--- config.mk ---
export PLATFORM = sky130hd
export DESIGN_NAME = alarm_timebase
export DESIGN_NICKNAME = d
export VERILOG_FILES = /design/src/rtl/alarm_pkg.sv /design/src/rtl/sec_countdown.sv /design/src/rtl/alarm_timebase.sv
export SDC_FILE = /design/constraint.sdc
export NUM_CORES = 1
export LEC_CHECK = 0
export ABC_AREA = 1
export BUFFER_PORTS_ARGS = -buffer_cell sky130_fd_sc_hd__buf_2
export CORE_UTILIZATION = 35
export CTS_CLUSTER_DIAMETER = 150
export DETAILED_ROUTE_END_ITERATION = 8
export GPL_ROUTABILITY_DRIVEN = 0
export GPL_TIMING_DRIVEN = 0
export MAX_ROUTING_LAYER = met4
export PLACE_DENSITY = 0.49
export SLEW_MARGIN = 20
export SYNTH_ARGS = -nofsm -noshare
export SYNTH_HDL_FRONTEND = slang
export SYNTH_SLANG_ARGS = --single-unit
export TNS_END_PERCENT = 50
--- constraint.sdc ---
create_clock -name Clk -period 2.4 [get_ports Clk]
set_input_delay 0.36 -clock Clk [delete_from_list [all_inputs] [get_ports Clk]]
set_output_delay 0.36 -clock Clk [all_outputs]
set_load 0.05 [all_outputs]
--- src/rtl/alarm_pkg.sv ---
// Shared widths, time-of-day limits and the range check used by the
// alarm timebase and its countdown sub-blocks.
package alarm_pkg;

  localparam int HOUR_W = 5;
  localparam int MIN_W  = 6;
  localparam int SEC_W  = 6;

  localparam logic [SEC_W-1:0]  SEC_MAX  = 6'd59;
  localparam logic [MIN_W-1:0]  MIN_MAX  = 6'd59;
  localparam logic [HOUR_W-1:0] HOUR_MAX = 5'd23;

  typedef struct packed {
    logic [HOUR_W-1:0] hour;
    logic [MIN_W-1:0]  min;
    logic [SEC_W-1:0]  sec;
  } tod_t;

  // True when an hour/minute pair is a legal 24-hour clock setting.
  function automatic logic hm_valid(input logic [HOUR_W-1:0] h,
                                    input logic [MIN_W-1:0]  m);
    return (h <= HOUR_MAX) && (m <= MIN_MAX);
  endfunction

endpackage

--- src/rtl/sec_countdown.sv ---
// Seconds countdown: reloads to LOAD while disabled, decrements on each
// tick while enabled and saturates at zero.
module sec_countdown #(
  parameter int LOAD = 60
) (
  input  logic Clk,
  input  logic Reset,
  input  logic En,
  input  logic Tick,
  output logic Zero
);

  localparam int CW = $clog2(LOAD + 1);
  localparam logic [CW-1:0] LOAD_V = CW'(LOAD);

  logic [CW-1:0] count;

  always_ff @(posedge Clk or negedge Reset) begin
    if (!Reset) begin
      count <= LOAD_V;
    end else if (!En) begin
      count <= LOAD_V;
    end else if (Tick && (count != '0)) begin
      count <= count - CW'(1);
    end
  end

  assign Zero = (count == '0);

endmodule

--- src/rtl/alarm_timebase.sv ---
// 1 Hz timebase with 24-hour time of day, alarm comparator and the
// ring-timeout / snooze countdowns used by the alarm control unit.
module alarm_timebase
  import alarm_pkg::*;
#(
  parameter int TICK_DIV    = 50_000_000,
  parameter int RING_SECS   = 60,
  parameter int SNOOZE_SECS = 300
) (
  input  logic              Clk,
  input  logic              Reset,
  input  logic              Set_Time,
  input  logic              Set_Alarm,
  input  logic [HOUR_W-1:0] Hour_In,
  input  logic [MIN_W-1:0]  Min_In,
  input  logic              EN_STOP,
  input  logic              EN_SNZ,
  output logic              AA,
  output logic              C0,
  output logic              CS0,
  output logic              Tick,
  output logic [HOUR_W-1:0] Hour,
  output logic [MIN_W-1:0]  Min,
  output logic [SEC_W-1:0]  Sec
);

  localparam int PW = $clog2(TICK_DIV);
  localparam logic [PW-1:0] PRE_LAST = PW'(TICK_DIV - 1);

  logic [PW-1:0]     pre_cnt;
  logic              tick_i;
  logic              load_time;
  logic              load_alarm;
  tod_t              tod;
  tod_t              tod_next;
  logic [HOUR_W-1:0] alarm_hour;
  logic [MIN_W-1:0]  alarm_min;
  logic              aa_q;

  assign tick_i     = (pre_cnt == PRE_LAST);
  assign load_time  = Set_Time  && hm_valid(Hour_In, Min_In);
  assign load_alarm = Set_Alarm && hm_valid(Hour_In, Min_In);

  // An accepted time load realigns the second boundary to the load edge.
  always_ff @(posedge Clk or negedge Reset) begin
    if (!Reset) begin
      pre_cnt <= '0;
    end else if (load_time || tick_i) begin
      pre_cnt <= '0;
    end else begin
      pre_cnt <= pre_cnt + PW'(1);
    end
  end

  always_comb begin
    tod_next = tod;
    if (tod.sec == SEC_MAX) begin
      tod_next.sec = '0;
      if (tod.min == MIN_MAX) begin
        tod_next.min  = '0;
        tod_next.hour = (tod.hour == HOUR_MAX) ? '0 : tod.hour + HOUR_W'(1);
      end else begin
        tod_next.min = tod.min + MIN_W'(1);
      end
    end else begin
      tod_next.sec = tod.sec + SEC_W'(1);
    end
  end

  always_ff @(posedge Clk or negedge Reset) begin
    if (!Reset) begin
      tod <= '0;
    end else if (load_time) begin
      tod <= '{hour: Hour_In, min: Min_In, sec: '0};
    end else if (tick_i) begin
      tod <= tod_next;
    end
  end

  always_ff @(posedge Clk or negedge Reset) begin
    if (!Reset) begin
      alarm_hour <= '0;
      alarm_min  <= '0;
    end else if (load_alarm) begin
      alarm_hour <= Hour_In;
      alarm_min  <= Min_In;
    end
  end

  // Only a tick-driven arrival at hh:mm:00 counts; a direct load never rings.
  always_ff @(posedge Clk or negedge Reset) begin
    if (!Reset) begin
      aa_q <= 1'b0;
    end else begin
      aa_q <= tick_i && !load_time && (tod_next.sec == '0) &&
              (tod_next.hour == alarm_hour) && (tod_next.min == alarm_min);
    end
  end

  sec_countdown #(.LOAD(RING_SECS)) u_ring (
    .Clk   (Clk),
    .Reset (Reset),
    .En    (EN_STOP),
    .Tick  (tick_i),
    .Zero  (C0)
  );

  sec_countdown #(.LOAD(SNOOZE_SECS)) u_snooze (
    .Clk   (Clk),
    .Reset (Reset),
    .En    (EN_SNZ),
    .Tick  (tick_i),
    .Zero  (CS0)
  );

  assign AA   = aa_q;
  assign Tick = tick_i;
  assign Hour = tod.hour;
  assign Min  = tod.min;
  assign Sec  = tod.sec;

endmodule

==> impl_results.md, run 1 <==
* DR iter-0 viols at 294
* FFs w/ async S/R, synth at between 90% and 100%
* Status: finished clean
* Largest net degree at the start of global routing at 55
* WP buf/inv at 3
* First-pass GRT wire length at 19000 um
* Post-Route WL at 11300 um
* Final period util at between 90% and 100%
* Final slew viol count at 0
* Worst hold path startpoint: Hour_In[1]
* Fin cells at 758
* Crit-path cells: inv_1, ha_2, nand4_1, nor3_1, inv_1, nor2_4, buf_6
* R2r endpoint: Sec[0]
* Clock-pin transition on the worst setup and hold timing paths at 0.05 ns
* Crit Path Category: flip-flop to output port
* Synth-to-Final Area Change at 16.6%
* Die H at ~110 um
* Antenna Cells at 0
* Post-synth EDFFs at 0
* Fmax at between 400 and 500 MHz
* Dpl ws at 0.271 ns
* Crit path top cell by count: inv_1
* Critical Path Start: u_snooze.count[0]
* R2R setup slack at approximately 0.26 ns
* Setup Viol. Count Final at 0
* Crit end category: output port
* Max VDD drop at about 0.26 mV
* Die Wd at 113 um
* Cell count along the critical path at 7
* Synth warn at 0
* Residual DRC at 0
* Setup crit start kind: flip-flop
* RR Startpoint: pre_cnt[14]
* Unrepaired setup endpoints after global routing: false
* Layout fillers at between 1000 and 1500
* Clock sinks at 70
* Initial antenna violation count at 0
* DPL Wire Length at 8270 um
* Clk root buf: clkbuf_16
* Worst-Skew Late Latency at about 0.34 ns
* Worst hold slack at around 0.27 ns
* Ys flop type: dfrtp_1
* Vias in the first global route at about 3700
* Synth cell types at 45
* Worst setup margin at 0.147 ns
* Total grt overflow at 0
* CTS Buf Count at 9
* Hold crit path type: input port to flip-flop
* Setup TNS at 0 ns
* Final ANT Viol Nets at 0
* CP Max Fanout at 6
* Synth Net Count at 580
* Most common cell after layout, fill and taps aside: nand2_1
* FP Rows at 40
* GRT Total Usage at 20.0%
* PortBufs at 37
* Max Cap Viol at 0
* Power Density at ~600 nW/um^2
* Syn Inst Count at 555
* Placed cell areas at 4690 um^2
* Worst path max stage delay at 0.36 ns
* IO Pins at 38
* CTS tree: yes
* Vias at just under 4000
* Starting Density at 35.8%
* Core area at 12000 um^2
* Max Buffers Root-to-Sink at 2
* H-tree levels at 3
* Drt pass-1 iters at 4
* Worst Setup EP: CS0
* Critical Path RT at about 2.0 ns
* Storage cell area at 1760 um^2
* Netlist Area Pre-Place at 4290 um^2
* Placed Instances at 740
* Reg2Reg Depth at 7
* Most frequent cells in the layout: nand2_1, nor2_1, inv_1
* Worst slew margin at 59.7%
* Slew at the pin with the worst max-slew slack at 0.604 ns
* Vias per inst at around 5
* Layout cells sized above 1 at 17.2%
* Number of synthesized register bits at 70
* P_leak at around 0.0023 uW
* Worst path slowest cell: dfrtp_1
* Sequential share of the synthesized area at 41.1%
* Delay-heaviest family, CP: simple AND/OR/NAND/NOR gates
* Multi-input gate area at ~2200 um^2
* Final Skew at 0.00539 ns
* Design area at 5000 um^2
* Nets at 631
* Worst EP arrival at 1.89 ns
* Mean Syn Cell Area at 7.72 um^2
* Die area at 12700 um^2
* WL/cell at roughly 15 um
* Fin crit period at 2.25 ns
* Final hold violation count at 0
==> repair_timing <==
action / CTS / global route
hold endpoints to repair: 15 / 0
setup endpoints to repair: 1 / 2
gates resized for setup: 1 / 6
pin swaps: 1 / 1
hold buffers: 1 / 0
setup buffers: 1 / 0
==> registers in the layout, indices dropped and copies added, names as in the netlist <==
signal and cells:
Hour 5, u_snooze.count 9, pre_cnt 26, alarm_min 6, u_ring.count 6, AA 1
Sec 6, Min 6, alarm_hour 5
==> stage by stage <==
| step | power [uW] | utilization [%] |
|---|---|---|
| final | 3010 | 41.8 |
| after global routing | 3180 | 41.8 |
| after CTS | 3060 | 41.6 |
| after detailed placement | 1830 | 39.2 |
| after global placement | 1820 | 39.0 |
| after floorplan | 1670 | - |
==> tightest hold or removal path, stage by stage <==
cell,delay [ns]
buf_2,0.09
a21oi_1,0.06
o21ai_0,0.06
==> cell type report <==
class / count / area share [%]
flip-flops and latches: 70 / 35.3
well taps: 147 / 3.68
repair buffers: 40 / 4.91
plain buffers: 12 / 1.30
multi-input cells: 405 / 44.4
clock inverters: 2 / 0.200
inverters: 68 / 5.16
clock buffers: 14 / 5.08
==> synthesized netlist by cell type, types with 3 or more instances <==
cell type	instances	area (um^2)
nor2_4	5	56.3
a21oi_1	8	40.0
mux2_2	4	45.0
nor3b_1	5	37.5
nand2_1	112	420
buf_4	4	30.0
nand3_1	60	300
o21ai_0	19	95.1
ha_1	8	100
nand2_2	6	37.5
clkbuf_1	3	11.3
nor3_1	14	70.1
nor2_2	4	25.0
xor2_1	14	123
inv_2	4	15.0
dfstp_2	8	210
o221ai_1	6	52.6
nand3_2	3	30.0
xnor2_1	3	26.3
nand3b_1	10	75.1
nand4_1	26	163
nor2_1	68	255
inv_1	63	236
dfrtp_1	62	1550
nor4_1	5	31.3
buf_2	4	20.0
o22ai_1	5	31.3
==> routing by layer <==
layer	track usage, %	wire length (um)	up-vias
li1	-	-	1963
met1	26.5	5510	1816
met2	30.2	5040	69
met3	2.92	445	19
met4	9.16	291	0
met5	-	0	-
==> worst min path at each step <==
stage	endpoint	slack [ns]	depth (start not counted)
2_1_floorplan	AA	0.06	0
3_3_place_gp	pre_cnt[0]	0.49	1
3_5_place_dp	pre_cnt[14]	0.26	1
4_1_cts	Hour[1]	0.27	3
5_1_grt	alarm_min[0]	0.28	2
6_report	Hour[1]	0.27	3
==> cells by family (layout without fill, tap and decap cells) <==
kind of cell	count (synthesis)	count (layout)	synth area share, %
AOI/OAI and AO/OA	49	49	7.15
xor gates and xnor gates	17	17	3.47
adders and majority gates	8	8	2.34
DFF	70	70	41.1
buffers and inverters	80	136	7.53
and+or+nand+nor	327	327	37.3
muxes	4	4	1.05
==> power breakdown <==
group	switching [uW]	total, uW	internal, uW
combinational	316	470	155
clock	479	1200	725
sequential	72.8	1330	1260
total	868	3010	2140
(Power assumes the default switching activity.)
==> inputs of run 2 (changes only) <==
HOLD_SLACK_MARGIN = 0.02   (was unset)
clock period = 2.2 ns   (was 2.4 ns; I/O delays follow)
==> impl_results.md, run 2 (synthesis results as in run 1) <==
* Final hold violation count at 0 (unchanged)
* Clock-pin transition on the worst setup and hold timing paths at 0.06 ns (was 0.05 ns)
* Initial antenna violation count at 0 (unchanged)
* IO Pins at 38 (unchanged)
* Max VDD drop at 0.517 mV (was 0.257 mV)
* Final slew viol count at 0 (unchanged)
* Max Buffers Root-to-Sink at 2 (unchanged)
* Residual DRC at 0 (unchanged)
* Unrepaired setup endpoints after global routing: true (was false)
* Setup Viol. Count Final at 0 (unchanged)
* Final period util at 96.0%
* Biggest regs: pre_cnt x26, u_snooze.count x9 (unchanged)
* Final Skew at 0.00964 ns (was 0.00539 ns)
* PortBufs at 37 (unchanged)
* Layout cells sized above 1 at 19.1% (was 17.2%)
* Final ANT Viol Nets at 0 (unchanged)
* Fin cells at 764 (was 758)
* Layout fillers at 1249 (was 1235)
* GRT Total Usage at 20.4% (was 20.0%)
* Clock sinks at 70 (unchanged)
* WL/cell at 15.0 um (was 14.9 um)
* Fin crit period at 2.11 ns
* Max Cap Viol at 0 (unchanged)
* Post-Route WL at 11500 um (was 11300 um)
* FP Rows at 40 (unchanged)
* Crit Path Category: flip-flop to output port (unchanged)
* Most frequent cells in the layout: nand2_1, nor2_1, inv_1 (unchanged)
* Slew at the pin with the worst max-slew slack at 0.709 ns (was 0.604 ns)
* Storage cell area at 1760 um^2 (about the same)
* Die H at 113 um (unchanged)
* Synth-to-Final Area Change at 19.0% (was 16.6%)
* Die area at 12700 um^2 (unchanged)
* Sequential Power Share at 43.5% (was 44.3%)
* Most flops, register: pre_cnt (unchanged)
* Antenna Cells at 0 (unchanged)
* Clk root buf: clkbuf_16 (unchanged)
* Drt pass-1 iters at 4 (unchanged)
* Status: finished clean (unchanged)
* CP Max Fanout at 4 (was 6)
* Placed Instances at 740 (unchanged)
* Starting Density at 35.8% (unchanged)
* Nets at 637 (was 631)
* Critical Path RT at 1.87 ns (was 2.04 ns)
* Worst-Skew Late Latency at 0.35 ns (was 0.34 ns)
* Crit end category: output port (unchanged)
* Hold crit path type: input port to flip-flop (unchanged)
* Internal power at 2380 uW (was 2140 uW)
* P_sw at 980 uW (was 868 uW)
* Total grt overflow at 0 (unchanged)
* Multi-input gate area at 2260 um^2 (was 2220 um^2)
* Clock share of power at 40.8% (was 40.0%)
* Worst slew margin at 52.7% (was 59.7%)
* Most common cell after layout, fill and taps aside: nand2_1 (unchanged)
* Core area at 12000 um^2 (unchanged)
* DPL Wire Length at 8250 um (was 8270 um)
* Vias per inst at 5.18 (was 5.10)
* Vias at 3957 (was 3867)
* Largest net degree at the start of global routing at 48 (was 55)
* First-pass GRT wire length at 19400 um (was 19000 um)
* Sw Ratio at 29.2% (was 28.9%)
* P_leak at 0.00238 uW (was 0.00234 uW)
* CTS Buf Count at 9 (unchanged)
* Logic pwr share at 15.7% (was 15.6%)
* Worst EP arrival at 1.78 ns (was 1.89 ns)
* DR iter-0 viols at 290 (was 294)
* Setup crit start kind: flip-flop (unchanged)
* CTS tree: yes (unchanged)
* Vias in the first global route at 3842 (was 3712)
* Largest register FFs at 26 (unchanged)
* Fmax at 474 MHz
* H-tree levels at 3 (unchanged)
* Worst hold slack at 0.215 ns (was 0.269 ns)
* Die Wd at 113 um (unchanged)
* Power Density at 658 nW/um^2 (was 602 nW/um^2)
* Setup TNS at 0 ns (unchanged)
[run 2: critical path, cell delays in order (launching register included)]
cell	delay (ns)
dfrtp_1	0.41
nand2_1	0.14
nor2_1	0.22
nand4_1	0.19
nor4_4	0.28
buf_6	0.20
[run 2: worst paths after layout]
check | startpoint | to | slack [ns] | cells after the start
hold / removal | Hour_In[1] | Hour[1] | 0.22 | 3
hold reg to reg | u_snooze.count[2] | u_snooze.count[2] | 0.51 | 2
setup / recovery | pre_cnt[14] | Tick | 0.09 | 5
min in group asynchronous | Reset | alarm_hour[2] | 0.44 | 2
max in group asynchronous | Reset | u_ring.count[3] | 1.14 | 3
setup reg to reg | Min[1] | AA | 0.20 | 13
[run 2: per-layer routing]
metal	up-vias	global-route usage (%)	wire, um
met2	67	31.1	5350
met3	19	5.08	447
met5	-	-	0
met1	1897	26.7	5480
li1	1974	-	-
met4	0	6.49	199
[run 2: cell type report]
class	count	area share, %
multi-input combinational	405	44.4
sequential	70	34.6
timing repair buffer	46	5.77
clock buffer	15	5.25
inverter	68	5.05
tap	147	3.61
buffer	12	1.28
clock inverter	1	0.0981
[run 2: power by group through the flow]
| stage | clock network (uW) | registers, uW | logic, uW |
|---|---|---|---|
| after detailed placement | 0 | 1470 | 519 |
| after global routing | 1470 | 1470 | 596 |
| after floorplan | 0 | 1550 | 270 |
| final | 1370 | 1460 | 528 |
| after CTS | 1420 | 1450 | 529 |
| after global placement | 0 | 1470 | 510 |
[run 2: timing repair]
item,in CTS,in global routing
pin swaps,2,5
endpoints found under the hold margin,22,0
setup buffers,2,5
hold buffers,1,0
setup endpoints to repair,2,13
gates resized for setup,9,7
[run 2: per-stage QoR]
step	area (um^2)	total power [uW]	setup slack [ns]	utilization, %
floorplan	4300	1820	0.0918	-
global placement	4670	1980	0.103	39.0
detailed placement	4700	1990	0.113	39.3
CTS	5030	3400	0.0132	42.0
global route	5100	3530	-0.0788	42.6
finish	5100	3360	0.0884	42.6
